## src/rtl/mem_stage_pkg.sv

```systemverilog
// rtl/mem_stage_pkg.sv - decode patterns and state encoding shared by the mem_stage slice
package mem_stage_pkg;

  typedef enum logic [1:0] {
    ST_IDLE = 2'd0,
    ST_REQ  = 2'd1,
    ST_LDWB = 2'd2
  } state_e;

  localparam logic [31:0] DECODE_LDRSTR_MASK = 32'h0C00_0000;
  localparam logic [31:0] DECODE_LDRSTR_VAL  = 32'h0400_0000;
  localparam logic [31:0] DECODE_UNDEF_MASK  = 32'h0E00_0010;
  localparam logic [31:0] DECODE_UNDEF_VAL   = 32'h0600_0010;

  function automatic logic is_mem_insn(input logic [31:0] insn);
    return ((insn & DECODE_LDRSTR_MASK) == DECODE_LDRSTR_VAL) &&
           ((insn & DECODE_UNDEF_MASK) != DECODE_UNDEF_VAL);
  endfunction

endpackage

```

## src/rtl/mem_align.sv

```systemverilog
// rtl/mem_align.sv - byte lane rotate/select for loads, byte replicate and enables for stores
module mem_align (
  input  logic [1:0]  addr_lo,
  input  logic        byte_op,
  input  logic [31:0] rdata,
  input  logic [31:0] wdata_in,
  output logic [31:0] ld_data,
  output logic [3:0]  be,
  output logic [31:0] wdata
);

  logic [31:0] rot;

  // Rotating right by the byte offset puts the addressed byte in lane 0,
  // so the byte load is just the low byte of the rotated word.
  always_comb begin
    case (addr_lo)
      2'd1:    rot = {rdata[7:0],  rdata[31:8]};
      2'd2:    rot = {rdata[15:0], rdata[31:16]};
      2'd3:    rot = {rdata[23:0], rdata[31:24]};
      default: rot = rdata;
    endcase
  end

  assign ld_data = byte_op ? {24'd0, rot[7:0]} : rot;
  assign be      = byte_op ? (4'b0001 << addr_lo) : 4'hF;
  assign wdata   = byte_op ? {4{wdata_in[7:0]}} : wdata_in;

endmodule

```

## src/rtl/mem_stage.sv

```systemverilog
// rtl/mem_stage.sv - LDR/STR/LDRB/STRB memory stage with base writeback and r15 load redirect
// Optional MEM_STAGE_ALIGN_ABORT_EN: unaligned word access raises abort instead of a bus cycle.
module mem_stage
  import mem_stage_pkg::*;
#(
  parameter int ADDR_W = 32
) (
  input  logic              clk,
  input  logic              Nrst,
  input  logic              stall,
  input  logic              flush,
  input  logic              inbubble,
  input  logic [31:0]       pc,
  input  logic [31:0]       insn,
  input  logic [31:0]       op0,
  input  logic [31:0]       op1,
  input  logic [31:0]       op2,
  input  logic              write_reg,
  input  logic [3:0]        write_num,
  input  logic [31:0]       write_data,
  output logic              outstall,
  output logic              outbubble,
  output logic              out_write_reg,
  output logic [3:0]        out_write_num,
  output logic [31:0]       out_write_data,
  output logic              jmp,
  output logic [31:0]       jmppc,
  output logic              bus_req,
  output logic              bus_wr,
  output logic [ADDR_W-1:0] bus_addr,
  output logic [3:0]        bus_be,
  output logic [31:0]       bus_wdata,
`ifdef MEM_STAGE_ALIGN_ABORT_EN
  output logic              abort,
`endif
  input  logic              bus_ready,
  input  logic [31:0]       bus_rdata
);

  state_e      state_q, state_d;
  logic [31:0] ea_q, ea_d, off_q, off_d, sdata_q, sdata_d, ld_q, ld_d;
  logic        l_q, l_d, b_q, b_d, wb_q, wb_d, rdy_pend_q, rdy_pend_d;
  logic [3:0]  rn_q, rn_d, rd_q, rd_d;
  logic        outbubble_q, outbubble_d, owr_q, owr_d, jmp_q, jmp_d;
  logic [3:0]  onum_q, onum_d;
  logic [31:0] odata_q, odata_d, jmppc_q, jmppc_d;

  logic [31:0] off, ea, ld_new, ld_now, al_wdata;
  logic [3:0]  al_be;
  logic        mem_hit, in_req, rdy, do_abort;
  logic        unused_in;

  assign unused_in = ^{pc, insn[31:28], insn[11:0]};

  assign mem_hit = is_mem_insn(insn) && !inbubble && !flush;
  assign off     = insn[23] ? op0 + op1 : op0 - op1;
  assign ea      = insn[24] ? off : op0;
  assign in_req  = (state_q == ST_REQ);
  assign rdy     = bus_ready || rdy_pend_q;
  assign ld_now  = rdy_pend_q ? ld_q : ld_new;

`ifdef MEM_STAGE_ALIGN_ABORT_EN
  logic abort_q, abort_d;
  assign do_abort = mem_hit && !insn[22] && (ea[1:0] != 2'b00);
  assign abort_d  = stall ? abort_q : do_abort;
  assign abort    = abort_q;
  always_ff @(posedge clk or negedge Nrst) begin
    if (!Nrst) abort_q <= 1'b0;
    else       abort_q <= abort_d;
  end
`else
  assign do_abort = 1'b0;
`endif

  mem_align u_align (
    .addr_lo  (ea_q[1:0]),
    .byte_op  (b_q),
    .rdata    (bus_rdata),
    .wdata_in (sdata_q),
    .ld_data  (ld_new),
    .be       (al_be),
    .wdata    (al_wdata)
  );

  always_comb begin
    state_d = state_q;   ea_d = ea_q;     off_d = off_q;   sdata_d = sdata_q;
    ld_d = ld_q;         l_d = l_q;       b_d = b_q;       wb_d = wb_q;
    rn_d = rn_q;         rd_d = rd_q;     rdy_pend_d = rdy_pend_q;
    outbubble_d = outbubble_q; owr_d = owr_q; onum_d = onum_q; odata_d = odata_q;
    jmp_d = jmp_q;       jmppc_d = jmppc_q;
    outstall = 1'b1;
    // First bus_ready of a transfer is captured even under stall; later beats are ignored.
    if (in_req && bus_ready && !rdy_pend_q) ld_d = ld_new;
    if (stall) begin
      if (in_req && bus_ready) rdy_pend_d = 1'b1;
    end else begin
      outbubble_d = 1'b1;
      owr_d       = 1'b0;
      jmp_d       = 1'b0;
      case (state_q)
        ST_IDLE: begin
          outstall = 1'b0;
          if (do_abort) begin
            outbubble_d = 1'b0;
          end else if (mem_hit) begin
            ea_d = ea;  off_d = off;  sdata_d = op2;
            l_d = insn[20];  b_d = insn[22];  wb_d = !insn[24] || insn[21];
            rn_d = insn[19:16];  rd_d = insn[15:12];
            state_d = ST_REQ;
            outstall = 1'b1;
          end else begin
            outbubble_d = inbubble || flush;
            owr_d       = write_reg && !(inbubble || flush);
            onum_d      = write_num;
            odata_d     = write_data;
          end
        end
        ST_REQ: begin
          if (rdy) begin
            rdy_pend_d  = 1'b0;
            outbubble_d = 1'b0;
            state_d     = ST_IDLE;
            outstall    = 1'b0;
            if (wb_q) begin
              owr_d = 1'b1;  onum_d = rn_q;  odata_d = off_q;
              if (l_q) begin
                state_d  = ST_LDWB;
                outstall = 1'b1;
              end
            end else if (l_q) begin
              owr_d = 1'b1;  onum_d = rd_q;  odata_d = ld_now;
              jmp_d = (rd_q == 4'd15);  jmppc_d = ld_now;
            end
          end
        end
        ST_LDWB: begin
          outbubble_d = 1'b0;
          owr_d = 1'b1;  onum_d = rd_q;  odata_d = ld_q;
          jmp_d = (rd_q == 4'd15);  jmppc_d = ld_q;
          state_d  = ST_IDLE;
          outstall = 1'b0;
        end
        default: state_d = ST_IDLE;
      endcase
    end
  end

  always_ff @(posedge clk or negedge Nrst) begin
    if (!Nrst) begin
      state_q <= ST_IDLE;  ea_q <= '0;  off_q <= '0;  sdata_q <= '0;  ld_q <= '0;
      l_q <= 1'b0;  b_q <= 1'b0;  wb_q <= 1'b0;  rdy_pend_q <= 1'b0;
      rn_q <= '0;  rd_q <= '0;
      outbubble_q <= 1'b1;  owr_q <= 1'b0;  onum_q <= '0;  odata_q <= '0;
      jmp_q <= 1'b0;  jmppc_q <= '0;
    end else begin
      state_q <= state_d;  ea_q <= ea_d;  off_q <= off_d;  sdata_q <= sdata_d;  ld_q <= ld_d;
      l_q <= l_d;  b_q <= b_d;  wb_q <= wb_d;  rdy_pend_q <= rdy_pend_d;
      rn_q <= rn_d;  rd_q <= rd_d;
      outbubble_q <= outbubble_d;  owr_q <= owr_d;  onum_q <= onum_d;  odata_q <= odata_d;
      jmp_q <= jmp_d;  jmppc_q <= jmppc_d;
    end
  end

  assign outbubble      = outbubble_q;
  assign out_write_reg  = owr_q;
  assign out_write_num  = onum_q;
  assign out_write_data = odata_q;
  assign jmp            = jmp_q;
  assign jmppc          = jmppc_q;
  assign bus_req        = in_req;
  assign bus_wr         = in_req && !l_q;
  assign bus_addr       = in_req ? {ea_q[ADDR_W-1:2], 2'b00} : '0;
  assign bus_be         = in_req ? al_be : 4'h0;
  assign bus_wdata      = (in_req && !l_q) ? al_wdata : 32'd0;

endmodule

```

## config.mk

```make
export PLATFORM = sky130hd
export DESIGN_NAME = mem_stage
export DESIGN_NICKNAME = d
export VERILOG_FILES = /design/src/rtl/mem_stage_pkg.sv /design/src/rtl/mem_align.sv /design/src/rtl/mem_stage.sv
export SDC_FILE = /design/constraint.sdc
export NUM_CORES = 1
export LEC_CHECK = 0
export BUFFER_PORTS_ARGS = -buffer_cell sky130_fd_sc_hd__buf_4
export CORE_AREA = 2 2 179 181
export CTS_CLUSTER_DIAMETER = 50
export DETAILED_ROUTE_END_ITERATION = 12
export DIE_AREA = 0 0 181 183
export GPL_TIMING_DRIVEN = 0
export PLACE_DENSITY_LB_ADDON = 0.08
export SLEW_MARGIN = 10
export SYNTH_ARGS = -nofsm -noshare
export SYNTH_HDL_FRONTEND = slang
export SYNTH_SLANG_ARGS = --single-unit
```

## constraint.sdc

```tcl
create_clock -name clk -period 2.2 [get_ports clk]
set_input_delay 0.11 -clock clk [delete_from_list [all_inputs] [get_ports clk]]
set_output_delay 0.11 -clock clk [all_outputs]
set_load 0.005 [all_outputs]
```

* Word level (Yosys, flattened, before mapping) *
Cells that the tools add are included.

cells by class
  shift operators = 1
  add/subtract/negate cells = 2
  order comparisons = 0
  div/mod/pow operators = 0
  bitwise gates (word level) = 1
  equality and inequality tests = 15
  multipliers = 0
  reductions and logical operators = 26
  mux-type cells = 49

operator list
  cell                   number
  $mux W32               13
  $pmux W32 S3           2
  $pmux W32 S2           1
  $add A32 B32 Y32       1
  $sub A32 B32 Y32       1
  $mux W4                6
  $mux W1                17
  $pmux W4 S3            1
  $reduce_and A5 Y1      2
  $pmux W1 S3            3
  $reduce_and A3 Y1      3
  $mux W2                4
  $ne A2 B2 Y1 const B   4
  $logic_and A1 B1 Y1    7
  $eq A2 B1 Y1 const B   3
  $eq A2 B2 Y1 const B   3
  $logic_not A1 Y1       6
  $reduce_bool A2 Y1     3
  $eq A4 B4 Y1 const B   1
  $ne A2 B1 Y1 const B   2
  $ne A4 B3 Y1 const B   1
  $pmux W2 S2            1
  $shl A1 B2 Y4 const A  1
  $logic_or A1 B1 Y1     3
  5 further kinds        5

word-level totals
  bits in latches = 0
  output and inout bits = 142
  bits in read-only memories = 0
  memory bits (writable) = 0
  word-level logic and storage cells = 111
  memories = 0
  bits of input ports = 235
  flip-flop bits (word level) = 213

* Logic depth before layout (Yosys ltp) *
  depth in word-level cells = 8
  gate-level depth with buffers = 18
  gate-level depth less buffers = 18

* Modules after synthesis *
From an unflattened synthesis, not the netlist that was laid out.

unflattened totals
  cells, all modules = 1621
  area total of the unflattened synthesis = 13788.2 um^2

by module, submodules not included
  module     area an instance (um^2)  cells each  instances  sequential area each (um^2)
  mem_stage  12752.2                  1471        1          5331.4
  mem_align  1036.0                   150         1          0.0

* Least setup slack after synthesis *
No wires, ideal clock.

  kind = input -> register
  from = in op1[5]
  to = reg ea_q[30]
  library setup time = 124 ps
  path buffers = 0
  arrival = 3431 ps
  slack = -1355 ps
  cell stages on the path = 14
  data required time = 2076 ps
  path through = or4_4 -> nor4_4 -> and3b_1 -> nor2_1 -> xor2_1 -> ha_1 -> a21o_1 -> a31o_2 -> o41a_1 -> o311a_1 -> o21ai_2 -> a21oi_1 -> mux2i_1 -> a211o_1

between the ends
  cells in the longest elaborated chain, start to end = 3
  elaborated cells on any way between the ends = 4
  classes of those cells = add/sub: 2; mux: 2

ends and longest elaborated chain
  what                                                  RTL line          RTL
  start: declaration                                    mem_stage.sv:16   input logic [31:0] op1,
  $sub A32 B32 Y32 or $add A32 B32 Y32 (tied branches)  mem_stage.sv:56   assign off = insn[23] ? op0 + op1 : op0 - op1;
  $mux W32 (*)                                          mem_stage.sv:56
  $mux W32 (*)                                          mem_stage.sv:57   assign ea = insn[24] ? off : op0;
  end signal: assignment                                mem_stage.sv:150  state_q <= ST_IDLE; ea_q <= '0; off_q <= '0; sdata_q <= '0; ld_q <= '0;
  end signal: assignment                                mem_stage.sv:156  state_q <= state_d; ea_q <= ea_d; off_q <= off_d; sdata_q <= sdata_d; ld_q <= ld_d;
  end: declaration                                      mem_stage.sv:41   logic [31:0] ea_q, ea_d, off_q, off_d, sdata_q, sdata_d, ld_q, ld_d;

Mark *: on every way between the ends. The rest lies on a longest branch, timed or not.
A chain may end at the register's enable or synchronous reset.

* Worst setup path after layout *
  from = in op1[5]
  to = reg ea_q[29]

Same word-level chain as after synthesis.

==> results.toml <==
[drt]
drt-initial-drc-count = 1352
final_antenna_net_count = 0
vias = 15400
post_drt_via_cell_ratio = 5.64
wl_per_cell_um = 20.2
drcViolationCount = 0
wl_um = 54900
first_pass_iters = 5

[setup_path]
critPathArrivalTime_ns = 3.90
critPathKind = "input port to flop"
critPathCaptureType = "flop"
start_kind = "input port"
path_max_fanout = 3
required_ns = 2.68

[flow_run]
maxCapViolations = 0

[global_route]
antenna_found_initial = 0
grt_use_total = 0.315
grt_overflow_total = 0
grt_pass1_wl_um = 82200
grt_max_degree = 81
grt_pass1_vias = 14900

[floorplan]
start_util = 0.444
die_area_sq_mm = 0.0331
die_w_um = 181
num_rows = 65
boundaryPins = 377
die_y_um = 183
coreArea_sq_mm = 0.0312

[pwr]
p_per_area_mw_per_mm2 = 1210
ir_worst_vdd_mv = 0.723
power.leakage_nw = 10.2

[synthesis]
synth_top_family_by_area = "simple AND/OR/NAND/NOR gates"
ys_top_cells_by_area = "dfrtp_1 38%, nand2_1 11%, o21ai_0 8.0%, a21oi_1 5.0%, mux4_2 4.1%"
synth_cell_types = 68
ys_ff_latch = 213
yosys.area_share.simple = 0.220
muxShareOfSynthArea = 0.0775
async_reset_ff_frac = 1.00
yosysWarnings = 0
synthAdderAreaFrac = 0.0402
syn_area_sq_mm = 0.0139
yosys.area.top_type = "dfrtp_1"
synthFlopType = "dfrtp_1"
synth_top_area_frac = 0.383
synth_commonest_cells = "414 x nand2_1, 221 x o21ai_0, 212 x dfrtp_1, 139 x a21oi_1, 117 x nor2_1"
syn_area_per_cell_sq_um = 8.09
synth_compound_area_frac = 0.200
synth-edff-count = 0
postSynthCellCount = 1715
synth-xor-area-share = 0.0373
yosysMostFrequentCell = "nand2_1"
ys_seq_area_frac = 0.384

[sta]
min_period_ns = 3.42
fmax_mhz = 292
tightest_slew_ns = 0.873
hold_violations = 1
slew_viol_final = 0
timing.final.crit_share = 1.55
timing.hold.ws_ns = -0.00893
finClkSkew_ns = 0.00726
max_slew_margin = 0.418
rsz0062_at_grt = "yes"
setup_violations = 66
setup_ws_ns = -1.22

[clock_tree]
cts_sinks = 213
cts_buffers = 29
clockBufferDepth = 3
cts_tree = "built"
insertion_delay_ns = 0.55
htree_levels = 1
path_clk_slew_ns = 0.06
cts-root-buf = "clkbuf_16"

[finish]
nFillCells = 2538
antenna_cells = 0
area_growth_pct = 56.5
finalNetCount = 2579
drive_gt1_frac = 0.355
final_area_sq_mm = 0.0217
final_util = 0.695

[placement]
routabilityCongestion = 0.925
dp_hpwl_um = 38800
place_area_sq_mm = 0.0169
port_buffers = 326

[outcome]
status = "complete, but fails checks"
violations = "hold timing, setup timing"

[min_path]
hold_class = "input port to flop"
## timing repair
item | CTS | global route
hold buffers | 116 | 1
endpoints found under the setup margin | 270 | 218
pin swaps | 77 | 135
hold endpoints to repair | 194 | 1
cloned | 1 | 2
setup buffers | 72 | 45
resized for setup | 264 | 282
## cells by family (layout without fill, tap and decap cells)
family          Yosys count  after routing
simple gates            697            697
buf+inv                 141            747
other cells               1              2
compound gates          486            486
mux                      74             74
fa+ha+maj                44             44
flops                   213            213
xor+xnor                 59             59
## per-stage QoR
stage | setup slack [ns] | cells | TNS (ns) | power (mW)
floorplan | -1.33 | 1716 | -36.93 | 12.8
global route | -1.34 | 2724 | -46.06 | 27.7
global placement | -2.08 | 2444 | -293.95 | 17.0
detailed placement | -2.03 | 2446 | -163.85 | 17.2
finish | -1.22 | 2724 | -36.53 | 26.2
CTS | -1.05 | 2684 | -31.88 | 24.3
## worst max-delay path: stages
cell and delay (ns):
buf_6 0.09, or4_4 0.56, nor3b_4 0.22, nand3b_1 0.18, buf_6 0.18, nor2_4 0.15
a21oi_2 0.09, xor2_2 0.18, ha_4 0.29, nand4_1 0.14, nor3_2 0.21, nand3b_1 0.20
a311oi_2 0.37, o22ai_2 0.16, o211ai_1 0.24, xor2_1 0.23, mux2i_1 0.12, a21oi_1 0.15
## power breakdown
group | switching, mW | internal, mW | total, mW
combinational | 7.59 | 6.50 | 14.1
clock | 1.96 | 3.17 | 5.13
sequential | 1.34 | 5.66 | 7.00
## routing by layer
layer	GRT usage	vias up	share of wire
li1	-	7090	-
met1	0.424	7373	0.42
met2	0.510	764	0.46
met3	0.0510	135	0.070
met4	0.123	0	0.042
met5	0	-	0
## path summary, 6_finish.rpt
kind,from,depth (start not counted),to,slack (ns)
max,op1[5],18,ea_q[29],-1.22
min,write_data[6],4,out_write_data[6],-0.009
max reg2reg,state_q[0],8,off_q[23],-0.15
min reg2reg,off_q[29],2,off_q[29],0.47
max in group asynchronous,Nrst,4,ea_q[12],0.96
min in group asynchronous,Nrst,2,jmppc[4],0.10
## layout make-up
cell class / count / area [sq um] / area share
Clock inverter: 18 / 259 / 0.0119
Sequential cell: 213 / 5330 / 0.246
Inverter: 22 / 82.6 / 0.00380
Timing Repair Buffer: 559 / 4710 / 0.217
Tap cell: 402 / 503 / 0.0232
Buffer: 113 / 743 / 0.0342
Multi-Input combinational cell: 1362 / 9290 / 0.428
Clock buffer: 35 / 788 / 0.0363
## cells in the final DEF (no fill, tap or decap), types with 13 or more instances in the layout
| master | instances |
|---|---|
| buf_4 | 417 |
| nand2_1 | 406 |
| dfrtp_1 | 210 |
| dlygate4sd3_1 | 116 |
| o21ai_0 | 99 |
| o21ai_1 | 99 |
| nor2_1 | 95 |
| a21oi_1 | 91 |
| a21oi_2 | 44 |
| and2_1 | 41 |
| clkbuf_1 | 38 |
| nand2b_1 | 34 |
| clkbuf_16 | 32 |
| mux2i_1 | 32 |
| clkbuf_2 | 31 |
| ha_1 | 30 |
| a21o_1 | 27 |
| buf_6 | 26 |
| mux4_2 | 25 |
| a22oi_1 | 24 |
| xor2_1 | 23 |
| inv_1 | 21 |
| o21ai_2 | 20 |
| nand2b_4 | 17 |
| xnor2_1 | 15 |
| a22oi_2 | 13 |
Power figures use the tool's default switching activity.
